`config.mk`:
```
export PLATFORM = sky130hd
export DESIGN_NAME = game_fsm_multilevel
export DESIGN_NICKNAME = d
export VERILOG_FILES = /design/src/rtl/game_fsm_pkg.sv /design/src/rtl/key_edge_detect.sv /design/src/rtl/game_fsm_multilevel.sv
export SDC_FILE = /design/constraint.sdc
export NUM_CORES = 1
export LEC_CHECK = 0
export BUFFER_PORTS_ARGS = -buffer_cell sky130_fd_sc_hd__clkbuf_2
export CAP_MARGIN = 20
export CORE_MARGIN = 3
export CORE_UTILIZATION = 40
export CTS_BUF_LIST = sky130_fd_sc_hd__clkbuf_4 sky130_fd_sc_hd__clkbuf_8
export DETAILED_ROUTE_END_ITERATION = 10
export PLACE_DENSITY = 0.72
export RECOVER_POWER = 100
export SETUP_SLACK_MARGIN = 0.15
export SYNTH_ARGS = -nofsm -noshare
export SYNTH_HDL_FRONTEND = slang
export SYNTH_SLANG_ARGS = --single-unit
```
`constraint.sdc`:
```
create_clock -name clk -period 1.7 [get_ports clk]
set_input_delay 0.17 -clock clk [delete_from_list [all_inputs] [get_ports clk]]
set_output_delay 0.17 -clock clk [all_outputs]
set_load 0.1 [all_outputs]
```
`src/rtl/game_fsm_pkg.sv`:
```
// Shared types for the multi-level game controller: state encodings, key/end codes,
// counter width helpers and the state-to-layer decode. GAME_FSM_PAUSE_EN adds PAUSED.
package game_fsm_pkg;

    typedef enum logic [3:0] {
        S_START       = 4'd0,
        S_PREPARE_MAP = 4'd1,
        S_COUNTDOWN   = 4'd2,
        S_GAME_IDLE   = 4'd3,
        S_JUMP_L      = 4'd4,
        S_JUMP_R      = 4'd5,
        S_CHAR_FLY    = 4'd6,
        S_CHAR_FALL   = 4'd7,
        S_END_T       = 4'd8,
        S_END_F       = 4'd9,
        S_END_W       = 4'd10,
        S_PAUSED      = 4'd11
    } state_t;

    localparam logic [1:0] K_NONE     = 2'b00;
    localparam logic [1:0] K_LEFT     = 2'b01;
    localparam logic [1:0] K_RIGHT    = 2'b10;
    localparam logic [1:0] K_SPACEBAR = 2'b11;

    localparam logic [1:0] END_TIME = 2'b00;
    localparam logic [1:0] END_FALL = 2'b01;
    localparam logic [1:0] END_WIN  = 2'b10;

    typedef struct packed {
        logic       start_screen;
        logic       game;
        logic       end_screen;
        logic       jump_left;
        logic       jump_right;
        logic       timer_start;
        logic       layer_gen;
        logic       countdown;
        logic       paused;
        logic [1:0] end_text;
    } out_t;

    // Width of a counter holding 0..max_val.
    function automatic int cnt_w(int max_val);
        return (max_val < 1) ? 1 : $clog2(max_val + 1);
    endfunction

    // Width of an index 0..n-1, never below one bit.
    function automatic int idx_w(int n);
        return (n <= 1) ? 1 : $clog2(n);
    endfunction

    function automatic out_t decode(state_t s);
        out_t o;
        o = '0;
        case (s)
            S_PREPARE_MAP: begin o.start_screen = 1'b1; o.layer_gen = 1'b1; end
            S_COUNTDOWN:   begin o.game = 1'b1; o.countdown = 1'b1; end
            S_GAME_IDLE:   o.game = 1'b1;
            S_JUMP_L:      begin o.game = 1'b1; o.jump_left = 1'b1; o.timer_start = 1'b1; end
            S_JUMP_R:      begin o.game = 1'b1; o.jump_right = 1'b1; o.timer_start = 1'b1; end
            S_CHAR_FLY,
            S_CHAR_FALL:   begin o.game = 1'b1; o.timer_start = 1'b1; end
            S_END_T:       begin o.end_screen = 1'b1; o.end_text = END_TIME; end
            S_END_F:       begin o.end_screen = 1'b1; o.end_text = END_FALL; end
            S_END_W:       begin o.end_screen = 1'b1; o.end_text = END_WIN; end
`ifdef GAME_FSM_PAUSE_EN
            S_PAUSED:      begin o.game = 1'b1; o.paused = 1'b1; end
`endif
            default:       o.start_screen = 1'b1;
        endcase
        return o;
    endfunction

endpackage

```
`src/rtl/key_edge_detect.sv`:
```
// Turns a level key code into a single-cycle event on each change to a non-idle code.
module key_edge_detect
    import game_fsm_pkg::*;
(
    input  logic       clk,
    input  logic       rst,
    input  logic [1:0] key,
    output logic       key_evt,
    output logic [1:0] key_code
);

    logic [1:0] key_q;

    always_ff @(posedge clk) begin
        if (rst) key_q <= K_NONE;
        else     key_q <= key;
    end

    assign key_evt  = (key != key_q) && (key != K_NONE);
    assign key_code = key;

endmodule

```
`src/rtl/game_fsm_multilevel.sv`:
```
// Multi-level game sequencer: lives, level progression, pre-round countdown, edge-detected keys.
// Define GAME_FSM_PAUSE_EN to add the PAUSED state toggled by space in GAME_IDLE.
//
// state       | meaning
// START       | title screen, wait for space
// PREPARE_MAP | request a new map layer, wait map_ready
// COUNTDOWN   | overlay counting tick pulses down to the round
// GAME_IDLE   | round running, waiting for a key or a fault
// JUMP_L/R    | one-cycle jump strobe
// CHAR_FLY    | jump animation, count landings
// CHAR_FALL   | fall animation, spend a life
// END_T/F/W   | end screen: time-out / fell / won
// PAUSED      | frozen round (pause build only)
module game_fsm_multilevel
    import game_fsm_pkg::*;
#(
    parameter int LIVES           = 3,
    parameter int LEVELS          = 4,
    parameter int JUMPS_PER_LEVEL = 8,
    parameter int READY_TICKS     = 3
) (
    input  logic                       clk,
    input  logic                       rst,
    input  logic [1:0]                 key,
    input  logic                       tick,
    input  logic                       map_ready,
    input  logic                       jump_fail,
    input  logic                       time_elapsed,
    input  logic                       character_landed,
    output logic                       start_screen_en,
    output logic                       blocks_en,
    output logic                       time_bar_en,
    output logic                       character_en,
    output logic                       points_en,
    output logic                       end_screen_en,
    output logic                       bg_color_select,
    output logic                       jump_left,
    output logic                       jump_right,
    output logic                       timer_start,
    output logic                       layer_generate,
    output logic                       countdown_en,
    output logic                       paused,
    output logic [1:0]                 end_text_select,
    output logic [cnt_w(LIVES)-1:0]    lives_left,
    output logic [idx_w(LEVELS)-1:0]   level
);

    localparam int LW  = cnt_w(LIVES);
    localparam int LVW = idx_w(LEVELS);
    localparam int JW  = cnt_w(JUMPS_PER_LEVEL);
    localparam int CW  = cnt_w(READY_TICKS);

    logic          key_evt;
    logic [1:0]    key_code;
    state_t        state, state_nxt;
    logic [LW-1:0] lives_nxt;
    logic [LVW-1:0] level_nxt;
    logic [JW-1:0] jumps, jumps_nxt;
    logic [CW-1:0] cd, cd_nxt;
    out_t          outs;

    key_edge_detect u_key (
        .clk      (clk),
        .rst      (rst),
        .key      (key),
        .key_evt  (key_evt),
        .key_code (key_code)
    );

    wire space_evt = key_evt && (key_code == K_SPACEBAR);

    always_comb begin
        state_nxt = state;
        lives_nxt = lives_left;
        level_nxt = level;
        jumps_nxt = jumps;
        cd_nxt    = cd;
        case (state)
            S_START: if (space_evt) begin
                lives_nxt = LW'(LIVES);
                level_nxt = '0;
                jumps_nxt = '0;
                state_nxt = S_PREPARE_MAP;
            end
            S_PREPARE_MAP: if (map_ready) begin
                cd_nxt    = CW'(READY_TICKS);
                state_nxt = (READY_TICKS == 0) ? S_GAME_IDLE : S_COUNTDOWN;
            end
            // Terminal count at 1: the tick that empties the counter starts the round.
            S_COUNTDOWN: if (tick) begin
                if (cd <= CW'(1)) state_nxt = S_GAME_IDLE;
                if (cd != '0)     cd_nxt = cd - 1'b1;
            end
            S_GAME_IDLE: begin
                if (jump_fail)                              state_nxt = S_CHAR_FALL;
                else if (time_elapsed)                      state_nxt = S_END_T;
                else if (key_evt && key_code == K_LEFT)     state_nxt = S_JUMP_L;
                else if (key_evt && key_code == K_RIGHT)    state_nxt = S_JUMP_R;
`ifdef GAME_FSM_PAUSE_EN
                else if (space_evt)                         state_nxt = S_PAUSED;
`endif
            end
            S_JUMP_L, S_JUMP_R: state_nxt = S_CHAR_FLY;
            S_CHAR_FLY: if (character_landed) begin
                if (jumps == JW'(JUMPS_PER_LEVEL - 1)) begin
                    if (level == LVW'(LEVELS - 1)) begin
                        state_nxt = S_END_W;
                    end else begin
                        level_nxt = level + 1'b1;
                        jumps_nxt = '0;
                        state_nxt = S_PREPARE_MAP;
                    end
                end else begin
                    jumps_nxt = jumps + 1'b1;
                    state_nxt = S_GAME_IDLE;
                end
            end
            S_CHAR_FALL: if (character_landed) begin
                if (lives_left <= LW'(1)) begin
                    lives_nxt = '0;
                    state_nxt = S_END_F;
                end else begin
                    lives_nxt = lives_left - 1'b1;
                    jumps_nxt = '0;
                    state_nxt = S_PREPARE_MAP;
                end
            end
            S_END_T, S_END_F, S_END_W: if (space_evt) state_nxt = S_START;
`ifdef GAME_FSM_PAUSE_EN
            S_PAUSED: if (space_evt) state_nxt = S_GAME_IDLE;
`endif
            default: state_nxt = S_START;
        endcase
    end

    // Outputs are registered from the next state so they line up with the state register.
    always_ff @(posedge clk) begin
        if (rst) begin
            state      <= S_START;
            lives_left <= LW'(LIVES);
            level      <= '0;
            jumps      <= '0;
            cd         <= '0;
            outs       <= decode(S_START);
        end else begin
            state      <= state_nxt;
            lives_left <= lives_nxt;
            level      <= level_nxt;
            jumps      <= jumps_nxt;
            cd         <= cd_nxt;
            outs       <= decode(state_nxt);
        end
    end

    assign start_screen_en = outs.start_screen;
    assign blocks_en       = outs.game;
    assign time_bar_en     = outs.game;
    assign character_en    = outs.game;
    assign points_en       = outs.game;
    assign bg_color_select = outs.game;
    assign end_screen_en   = outs.end_screen;
    assign jump_left       = outs.jump_left;
    assign jump_right      = outs.jump_right;
    assign timer_start     = outs.timer_start;
    assign layer_generate  = outs.layer_gen;
    assign countdown_en    = outs.countdown;
    assign paused          = outs.paused;
    assign end_text_select = outs.end_text;

endmodule

```
; After elaboration in Yosys (flattened, before gate mapping)
; Cells that the tools add are included.
[word_totals]
regBits = 27
input_bits = 9
out_inout_bits = 19
wordCells = 123
[classes]
add_sub_neg = 4
magnitude_cmp = 2
eq_ne = 36
n_mux = 44
n_reduce_logical = 21
[ops]
columns = operator, count
row1 = 4-bit two-way mux, 20
row2 = 4-bit by 3-bit == test with 1-bit output (second input constant), 9
row3 = 4-bit one-hot mux with 8 select lines, 1
row4 = 4-bit == test (second input constant), 6
row5 = 2-bit two-way mux, 10
row6 = 2-bit inequality test (second input constant), 9
row7 = 4-bit by 2-bit == test with 1-bit output (second input constant), 4
row8 = 2-bit one-hot mux with 2 select lines, 4
row9 = 4-bit one-hot mux with 3 select lines, 1
row10 = 2-bit nonzero test, 5
row11 = 9-bit OR reduction, 1
row12 = 4-bit by 1-bit == test with 1-bit output (second input constant), 2
row13 = 1-bit two-way mux, 8
row14 = 2-bit == test (second input constant), 3
row15 = 6-bit AND reduction, 1
row16 = 3-bit OR reduction, 2
row17 = 6-bit OR reduction, 1
row18 = 5-bit AND reduction, 1
row19 = 4-bit by 1-bit adder with 4-bit output (second input constant), 1
row20 = 2-bit by 1-bit less-or-equal comparator with 1-bit output (second input constant), 2
row21 = 1-bit logical AND, 4
row22 = 4-bit logical NOT, 1
row23 = 4-bit AND reduction, 1
row24 = 4-bit OR reduction, 1
row25 = other kinds (8), 9

; Depth between registers and ports, before layout
; Gate-level depths: netlist (run 1).
[depth]
ltp_word = 11
mapped_depth = 7
depth_no_buf = 7

; Modules after synthesis
; Synthesis (run 1) repeated with hierarchy kept, for this count alone.
[hier_totals]
cells_unflattened = 158
hier_area_um2 = 1433.9
[by_module_without_submodules]
columns = module, n_inst, cells_each, area_each_um2, seq_area_each_um2
row1 = game_fsm_multilevel, 1, 147, 1340.0, 480.5
row2 = key_edge_detect, 1, 11, 93.8, 40.0

; Least setup slack after synthesis (run 1)
; Ideal clock, no wire load.
[synth_timing]
path_kind = register to register
from = reg level[0]
to = reg outs (netlist bit jump_right)
setup_ps = 116
t_arrival_ps = 1956
t_required_ps = 1584
path_slack_ps = -371
stages_incl_launch_ff = 6
n_path_buf = 0
synth_period_minus_slack_ps = 2071
path_cell_list = dfxtp_1 ha_1 a21boi_0 a32oi_1 o221a_2 and3b_1
[synth_between]
elab_chain_cells = 7
[synth_rtl]
columns = element, line_no
row1 = start: declaration, game_fsm_multilevel.sv:45  ; output logic [idx_w(LEVELS)-1:0] level
row2 = start signal: assignment, game_fsm_multilevel.sv:148  ; level <= level_nxt;
row3 = 2-bit == test, game_fsm_multilevel.sv:106  ; if (level == LVW'(LEVELS - 1)) begin
row4 = 4-bit two-way mux, game_fsm_multilevel.sv:106
row5 = 4-bit two-way mux, game_fsm_multilevel.sv:105  ; if (jumps == JW'(JUMPS_PER_LEVEL - 1)) begin
row6 = 4-bit two-way mux, game_fsm_multilevel.sv:104  ; S_CHAR_FLY: if (character_landed) begin
row7 = 4-bit one-hot mux with 8 select lines, game_fsm_multilevel.sv:78  ; case (state)
row8 = 4-bit by 3-bit == test with 1-bit output, game_fsm_pkg.sv:55  ; case (s)
row9 = 1-bit two-way mux, game_fsm_pkg.sv:55
row10 = end signal: assignment, game_fsm_multilevel.sv:144  ; outs <= decode(S_START);
row11 = end signal: assignment, game_fsm_multilevel.sv:151  ; outs <= decode(state_nxt);
row12 = end: declaration, game_fsm_multilevel.sv:60  ; out_t outs;
; No other way between the ends.
; A chain may end at the register's enable or synchronous reset.

; Worst setup path after layout (run 1)
[layout_timing]
from = reg state[1]
to = reg jumps[2]
[layout_between]
elab_chain_cells = 3
elab_cells_between_ends = 11
cone_classes = eq/ne: 7 / mux: 1 / reduce/logical: 3
[layout_rtl]
columns = element, line_no
row1 = start: declaration, game_fsm_multilevel.sv:55  ; state_t state, state_nxt;
row2 = start signal: assignment, game_fsm_multilevel.sv:146  ; state <= state_nxt;
row3 = 4-bit by 3-bit == test with 1-bit output or 4-bit logical NOT (tied branches), game_fsm_multilevel.sv:78
row4 = 3-bit inequality test (no line) (tied with other cells), n/a
row5 = 6-bit AND reduction (no line), n/a
row6 = end signal: assignment, game_fsm_multilevel.sv:149  ; jumps <= jumps_nxt;
row7 = end: declaration, game_fsm_multilevel.sv:58  ; logic [JW-1:0] jumps, jumps_nxt;
; Several ways; a longest one is shown, not always the timed one.

==> metrics.csv, run 1 <==
metric,value,unit
ys_ff_latch,26,
crit_arrival,1.94,ns
hold_viol,0,
crit_path_end_kind,register,
wl,4000,um
post-route-util,63.3,%
synthesis.area,1400,um2
grt_pass1_vias,1392,
die_area,4260,um2
hold_class,primary input to register,
cp-start-kind,register,
layout_common_cells,"26 x clkbuf_2, 26 x buf_4, 14 x nor2_1, 14 x dfxtp_1, 9 x nand2_1",
rsz0062_at_grt,true,
min_from,key[0],
antenna_found_initial,0,
grt_usage,20.0,%
syn_inst,160,
io_buffer_count,26,
drc_errors,0,
syn_to_final_growth,44.4,%
clock_path_buffers,2,
skew,0.0112,ns
initialDrtViolationCount,102,
wire_per_inst,16.1,um
cap_violations,0,
start_util,43.8,%
insertion_delay,0.33,ns
io-pin-count,28,
num_vias,1403,
cts_sinks,26,
yosysUniqueCellTypes,54,
final.setup.worst_slack,0.0317,ns
slew_headroom,63.5,%
drive_above_1_share,52.5,%
ant_nets,0,
numCtsBuffers,3,
setup_viol,0,
drt_first_pass_iters,5,
cts.clk_slew.worst_paths,0.15,ns
cts_tree,done,
avgSynthCellArea,8.77,um2
max-vdd-ir-drop,0.464,mV
setup_tns,0,ns
outcome,"complete, no violations",
crit_required,1.97,ns
dp_hpwl,2570,um
nFillCells,266,
yosysWarnings,0,
die_x,65.2,um
postCtsHoldBufs,0,
synthesis.nets,173,
r2r-start,state[1],
die_y,65.2,um
async_reset_ff_share,0,%
clockRootBuffer,clkbuf_4,
antenna_cells,0,
nets,218,
core-area,3200,um2
synth_seq_area_share,37.1,%
viasPerCell,5.66,
finalCritPeriodShare,98.1,%
grt_max_degree,23,
place_ws,-0.0212,ns
ys.flop_type,dfxtp_1,
critPathKind,register to register,
report.final.slew_viol_count,0,
synth_edf_count,0,
grt_pass1_wl,6730,um
finalCriticalPeriod,1.67,ns
placementRows,20,
tightest_slew,0.550,ns
fmaxAchievable,599,MHz
cts_htree_levels,1,
overflow,0,
gp_congestion,0.822,
powerDensity,752,nW/um2
cp_max_fo,7,
power_leakage,0.769,nW
crit_start,state[1],
stage by stage:
stage	hold slack [ns]	std cells	cell area, um2	power [mW]
3_5_place_dp	0.442	232	1670	1.03
5_1_grt	0.0932	248	2030	1.59
3_3_place_gp	0.427	232	1670	1.02
4_1_cts	0.101	245	1890	1.49
2_1_floorplan	0.258	160	1450	0.961
6_report	0.0987	248	2030	1.52
final cells by class:
cell class | instances | area [um2] | share of cell area [%]
Multi-Input combinational cell | 115 | 1000 | 49.6
Timing Repair Buffer | 53 | 337 | 16.6
Inverter | 6 | 22.5 | 1.11
Clock inverter | 1 | 30.0 | 1.48
Clock buffer | 3 | 22.5 | 1.11
Tap cell | 44 | 55.1 | 2.72
Sequential cell | 26 | 556 | 27.4
what timing repair did:
item,in CTS,in global routing
resized for setup,25,21
gates cloned,1,0
setup buffers,8,3
setup endpoints to repair,20,22
pin swaps,8,4
registers in the layout, indices dropped and copies added, names as in the netlist:
register / cells
end_screen_en: 1
cd: 2
end_text_select: 2
level: 2
jump_left: 1
countdown_en: 1
u_key.key_q: 2
jump_right: 1
timer_start: 1
lives_left: 2
layer_generate: 1
jumps: 4
bg_color_select: 1
state: 4
start_screen_en: 1
where the power goes:
part | switching, mW | internal, mW | leakage [nW]
sequential | 0.0206 | 0.625 | 0.218
combinational | 0.310 | 0.137 | 0.523
clock | 0.194 | 0.239 | 0.0279
total | 0.524 | 1.00 | 0.769
per-layer routing:
layer  global-route usage (%)  vias to the layer above  wire length (um)
li1                         -                      675                 -
met1                     26.3                      684              1710
met2                     34.5                       40              2060
met3                     2.56                        4               192
met4                     5.18                        0                33
met5                        0                        -                 0
Yosys cell counts (2+ instances only):
cell type	instances	area (um2)
dfxtp_1	26	521
nor2_1	14	52.6
nand2_1	10	37.5
nor2b_1	7	43.8
a21oi_1	6	30.0
inv_1	6	22.5
buf_4	5	37.5
nand3_1	5	25.0
buf_2	4	20.0
ha_1	4	50.1
nand2b_1	4	25.0
o22ai_1	4	25.0
clkbuf_1	3	11.3
nand3b_1	3	22.5
nand4_1	3	18.8
nor3b_1	3	22.5
nor4_1	3	18.8
o211ai_1	3	22.5
a211oi_1	2	15.0
a2bb2oi_2	2	30.0
a311oi_1	2	17.5
a32oi_1	2	17.5
a41oi_1	2	17.5
and3_1	2	12.5
and3b_1	2	17.5
buf_1	2	7.51
nor3_1	2	10.0
nor4b_1	2	17.5
o21ai_0	2	10.0
worst paths after layout:
check	end	depth (start not counted)	slack [ns]
worst max register to register	jumps[2]	5	0.03
worst max-delay path	jumps[2]	5	0.03
worst min-delay path	u_key.key_q[0]	2	0.1
worst min register to register	lives_left[1]	2	0.50
worst max-delay path: stages, from the launching register on:
cell,delay [ns]
dfxtp_4,0.40
or2_1,0.24
or4_4,0.46
a21oi_4,0.21
a21oi_1,0.11
a211oi_2,0.18
cell families after synthesis:
logic type / Yosys count / share of synthesized area, %
other cells: 1 / 0.267
simple gates: 68 / 28.3
buf+inv: 20 / 7.04
compound gates: 40 / 23.1
mux: 1 / 0.713
fa+ha+maj: 4 / 3.57
flops: 26 / 37.1
Power figures use the tool's default switching activity.
==> run 2: changes to the inputs <==
--- a/config.mk
+++ b/config.mk
@@ -9,7 +9,6 @@
 export CAP_MARGIN = 20
 export CORE_MARGIN = 3
 export CORE_UTILIZATION = 40
-export CTS_BUF_LIST = sky130_fd_sc_hd__clkbuf_4 sky130_fd_sc_hd__clkbuf_8
 export DETAILED_ROUTE_END_ITERATION = 10
 export PLACE_DENSITY = 0.72
 export RECOVER_POWER = 100
==> run 2 against run 1 <==
Effect of this change:
- combinational power decreased by 2%
- setup slack improved by 0.0073 ns
- via count decreased by 0.21%
- final cell count decreased by 0.40%
- largest power group unchanged
- clock power decreased by 12%
- register-to-register slack about the same
- non-clock buffer count decreased by 1
- global-route usage about the same
- critical path depth increased by 1
- sequential cell count unchanged
- total power decreased by 4.0%
==> metrics.csv, run 2 (synthesis gave the netlist of run 1 again) <==
metric,value,unit
layout.cells.non_filler,247,
max_stage_delay,0.39,ns
finalCriticalPeriod,1.66,ns
power.total,1.46,mW
design_area,2000,um2
power_frac_seq,44.1,%
core-area,3200,um2
grt_pass1_vias,1393,
cts_sinks,26,
reg2reg_to,start_screen_en,
place_inst,232,
grt_pass1_wl,6730,um
grt_usage,20.0,%
nets,217,
critPathKind,register to register,
wire_per_inst,16.3,um
r2r-start,state[2],
setup_viol,0,
whs_path_depth,2,
drive_above_1_share,50.7,%
crit_required,1.94,ns
p_clk_share,25.8,%
final.setup.worst_slack,0.0389,ns
numCtsBuffers,3,
cp_top_family,simple AND/OR/NAND/NOR gates,
powerDensity,730,nW/um2
min_from,key[1],
postCtsHoldBufs,0,
cap_violations,0,
gp_congestion,0.822,
layout_common_cells,"26 x clkbuf_2, 26 x buf_4, 14 x nor2_1, 14 x dfxtp_1, 10 x nand2_1",
start_util,43.8,%
cts.clk_slew.worst_paths,0.14,ns
report.final.slew_viol_count,0,
overflow,0,
path_cells,or2_4 > or3_1 > o211ai_1 > buf_4 > a2bb2oi_4 > a31o_2,
die_y,65.2,um
placementRows,20,
setup_tns,0,ns
tightest_slew,0.546,ns
finalCritPeriodShare,97.7,%
place_ws,-0.0212,ns
num_vias,1400,
cts_htree_levels,1,
rrSetupSlack,0.04,ns
initialDrtViolationCount,105,
hold_viol,0,
antenna_cells,0,
antenna_found_initial,0,
crit_arrival,1.90,ns
clock_path_buffers,2,
critical_path.slowest_cell,dfxtp_4,
critPathBufInv,1,
power_switching,0.527,mW
cts_tree,done,
p_comb_share,30.1,%
p_int,0.936,mW
cp_max_fo,6,
skew,0.0150,ns
cp-start-kind,register,
dpl_cell_area,1670,um2
max-vdd-ir-drop,0.463,mV
clockRootBuffer,clkbuf_4,
insertion_delay,0.34,ns
outcome,"complete, no violations",
power_leakage,0.770,nW
hold_class,primary input to register,
ff2ff_path_depth,6,
io-pin-count,28,
largestRegisters,"jumps x4, state x4",
drt_first_pass_iters,4,
ant_nets,0,
die_x,65.2,um
cp_num_cells,6,
fmaxAchievable,602,MHz
die_area,4260,um2
drc_errors,0,
rsz0062_at_grt,true,
grt_max_degree,23,
viasPerCell,5.67,
wl,4030,um
holdPathEnd,u_key.key_q[1],
p_sw_share,36.0,%
io_buffer_count,26,
crit_path_end_kind,register,
slew_headroom,63.8,%
dp_hpwl,2570,um
syn_to_final_growth,42.7,%
-- run 2: changes by cell type in the layout (fill, tap and decap cells not counted), moves of 2 or more --
cell / before / now
ha_2: 3 / 1
a21oi_2: 0 / 2
ha_1: 0 / 2
a21oi_1: 5 / 3
nor4b_4: 0 / 2
-- run 2: per-layer routing --
metal	GRT usage, %	up-vias	share of wire [%]
li1	-	673	-
met1	26.0	678	43
met2	34.4	41	51
met3	2.91	8	4.6
met4	5.44	0	0.87
met5	0	-	0
-- run 2: power by group through the flow --
stage | sequential [mW] | combinational, mW | clock, mW
3_3_place_gp | 0.658 | 0.365 | 0
4_1_cts | 0.644 | 0.408 | 0.381
3_5_place_dp | 0.660 | 0.369 | 0
2_1_floorplan | 0.743 | 0.218 | 0
6_report | 0.645 | 0.440 | 0.378
5_1_grt | 0.649 | 0.460 | 0.414
-- run 2: timing repair --
item / 4_1_cts / 5_1_grt
buffers inserted: 8 / 2
pin swaps: 8 / 2
setup endpoints to repair: 20 / 22
gates resized for setup: 23 / 17
cloned: 1 / 0
-- run 2: through the flow --
stage / hold WS [ns] / util, %
floorplan: 0.258 / -
global placement: 0.427 / 52.2
detailed placement: 0.442 / 52.2
CTS: 0.0962 / 59.1
global route: 0.0903 / 62.5
finish: 0.0897 / 62.5
-- run 2: worst max-delay path by stage --
stage / slack (ns) / start / endpoint
detailed placement: -0.02 / jumps[0] / end_text_select[0]
global placement: -0.02 / jumps[0] / end_text_select[0]
CTS: 0.06 / state[1] / jumps[2]
finish: 0.04 / state[2] / start_screen_en
floorplan: 0.1 / state[2] / start_screen_en
global route: -0.04 / state[2] / start_screen_en
-- run 2: final cells by class --
class / count / area [um2]
flip-flops and latches: 26 / 553
inverters: 6 / 22.5
repair buffers: 52 / 325
clock buffers: 4 / 47.5
fillers: 272 / 1200
multi-input cells: 115 / 1000
well taps: 44 / 55.1
-- run 2: worst register-to-register path: stages (launching register included) --
cell and delay, ns:
dfxtp_4 0.39, or2_4 0.25, or3_1 0.30, o211ai_1 0.16, buf_4 0.17, a2bb2oi_4 0.08
a31o_2 0.22
==> run 3: changes to the inputs <==
--- a/config.mk
+++ b/config.mk
@@ -10,6 +10,7 @@
 export CORE_MARGIN = 3
 export CORE_UTILIZATION = 40
 export DETAILED_ROUTE_END_ITERATION = 10
+export GPL_TIMING_DRIVEN = 0
 export PLACE_DENSITY = 0.72
 export RECOVER_POWER = 100
 export SETUP_SLACK_MARGIN = 0.15
==> run 3 against run 2 <==
Effect of this change:
- the flow now finishes with violations (negative setup slack)
- total power grew 8.1%
- wire length increased by 9.8%
- critical path type unchanged
- die area stayed put
- highest routed layer unchanged
- via count rose by 4.3%
- non-clock buffer count grew 6
- critical endpoint unchanged
- sequential cell count unchanged
- fmax decreased by 9.2%
==> metrics.csv, run 3 (synthesis gave the netlist of run 1 again) <==
metric,value,unit
grt_pass1_wl,6780,um
grt_usage,20.5,%
layout_common_cells,"25 x clkbuf_2, 17 x buf_4, 14 x dfxtp_1, 12 x nor2_1",
grt_pass1_vias,1390,
cts.clk_slew.worst_paths,0.15,ns
die_y,65.2,um
power_frac_seq,40.9,%
overflow,0,
p_sw_share,34.6,%
initialDrtViolationCount,87,
dp_hpwl,2630,um
drive_above_1_share,53.1,%
die_area,4260,um2
numCtsBuffers,3,
ant_nets,0,
tightest_slew,0.703,ns
finalCritPeriodShare,108,%
postCtsHoldBufs,0,
cap_violations,0,
crit_arrival,2.08,ns
cts_htree_levels,1,
fin_hold_ws,0.0483,ns
critPathKind,register to register,
violations,negative setup slack,
io-pin-count,28,
crit_start,state[2],
ff2ff_path_depth,7,
p_clk_share,27.9,%
crit_required,1.95,ns
placementRows,20,
hold_viol,0,
design_area,2090,um2
crit_path_end_kind,register,
slew_headroom,53.1,%
nFillCells,277,
cts_tree,done,
nets,223,
io_buffer_count,25,
num_vias,1460,
gp_congestion,0.827,
wire_per_inst,17.5,um
final_common_cell,clkbuf_2,
final.setup.worst_slack,-0.130,ns
cp_max_fo,5,
largestRegisters,"jumps x4, state x4",
core-area,3200,um2
hold_class,primary input to register,
critPathCapture,start_screen_en,
die_x,65.2,um
syn_to_final_growth,48.6,%
drt_first_pass_iters,4,
antenna_found_initial,0,
reg2reg_to,start_screen_en,
cp-start-kind,register,
insertion_delay,0.34,ns
antenna_cells,0,
clockRootBuffer,clkbuf_4,
skew,0.00906,ns
p_comb_share,31.2,%
power_leakage,0.812,nW
grt_max_degree,16,
cts_sinks,26,
max-vdd-ir-drop,0.496,mV
dpl_cell_area,1630,um2
report.final.slew_viol_count,0,
wl,4420,um
viasPerCell,5.77,
power_switching,0.547,mW
rsz0062_at_grt,true,
fmaxAchievable,546,MHz
powerDensity,758,nW/um2
setup_viol,13,
drc_errors,0,
clock_path_buffers,2,
setup_tns,-0.686,ns
p_int,1.03,mW
start_util,43.8,%
power.total,1.58,mW
r2r-start,state[2],
rrSetupSlack,-0.13,ns
outcome,"complete, but fails checks",
finalCriticalPeriod,1.83,ns
post-route-util,65.1,%
==> run 3: cell type report <==
| type | instances | area [um2] | share of cell area [%] |
|---|---|---|---|
| multi-input cells | 115 | 995 | 47.7 |
| inverters | 6 | 22.5 | 1.08 |
| clock buffers | 3 | 22.5 | 1.08 |
| plain buffers | 14 | 104 | 4.98 |
| flip-flops and latches | 26 | 551 | 26.4 |
| clock inverters | 1 | 30.0 | 1.44 |
| repair buffers | 44 | 307 | 14.7 |
| well taps | 44 | 55.1 | 2.64 |
==> run 3: power by group through the flow <==
stage	clock (mW)	sequential (mW)	combinational (mW)
floorplan	0	0.743	0.218
global placement	0	0.656	0.366
detailed placement	0	0.659	0.374
CTS	0.435	0.644	0.448
global route	0.466	0.652	0.517
finish	0.441	0.647	0.493
==> run 3: per-stage QoR <==
stage | setup slack [ns] | cells
3_5_place_dp | -0.112 | 229
5_1_grt | -0.172 | 253
2_1_floorplan | 0.0984 | 160
4_1_cts | -0.0185 | 248
3_3_place_gp | -0.0690 | 229
6_report | -0.130 | 253
==> run 3: per-layer routing <==
layer  vias up  GRT usage, %  wire length (um)
li1        691             -                 -
met1       691          25.7              1800
met2        61          35.7              2210
met3        17          4.62               260
met4         0          4.92               149
met5         -             0                 0
==> run 3: how the worst min path moves through the flow <==
stage	start	endpoint	slack [ns]	cells after the start
floorplan	rst	timer_start	0.26	1
global placement	rst	timer_start	0.40	2
detailed placement	rst	timer_start	0.40	2
CTS	rst	timer_start	0.04	2
global route	rst	timer_start	0.07	2
finish	rst	timer_start	0.05	2
==> run 3: critical path, cell delays in order (launching register included) <==
cell and delay, ns:
dfxtp_2 0.35, buf_6 0.12, or2_4 0.27, or3_1 0.32, o211ai_1 0.19, buf_4 0.18
a2bb2oi_4 0.08, a31o_2 0.23
==> run 3: what timing repair did <==
item / in CTS / in global routing
resized for setup: 33 / 24
pin swaps: 11 / 10
hold endpoints to repair: 0 / 0
setup buffers: 14 / 5
gates cloned: 1 / 0
endpoints found under the setup margin: 22 / 21
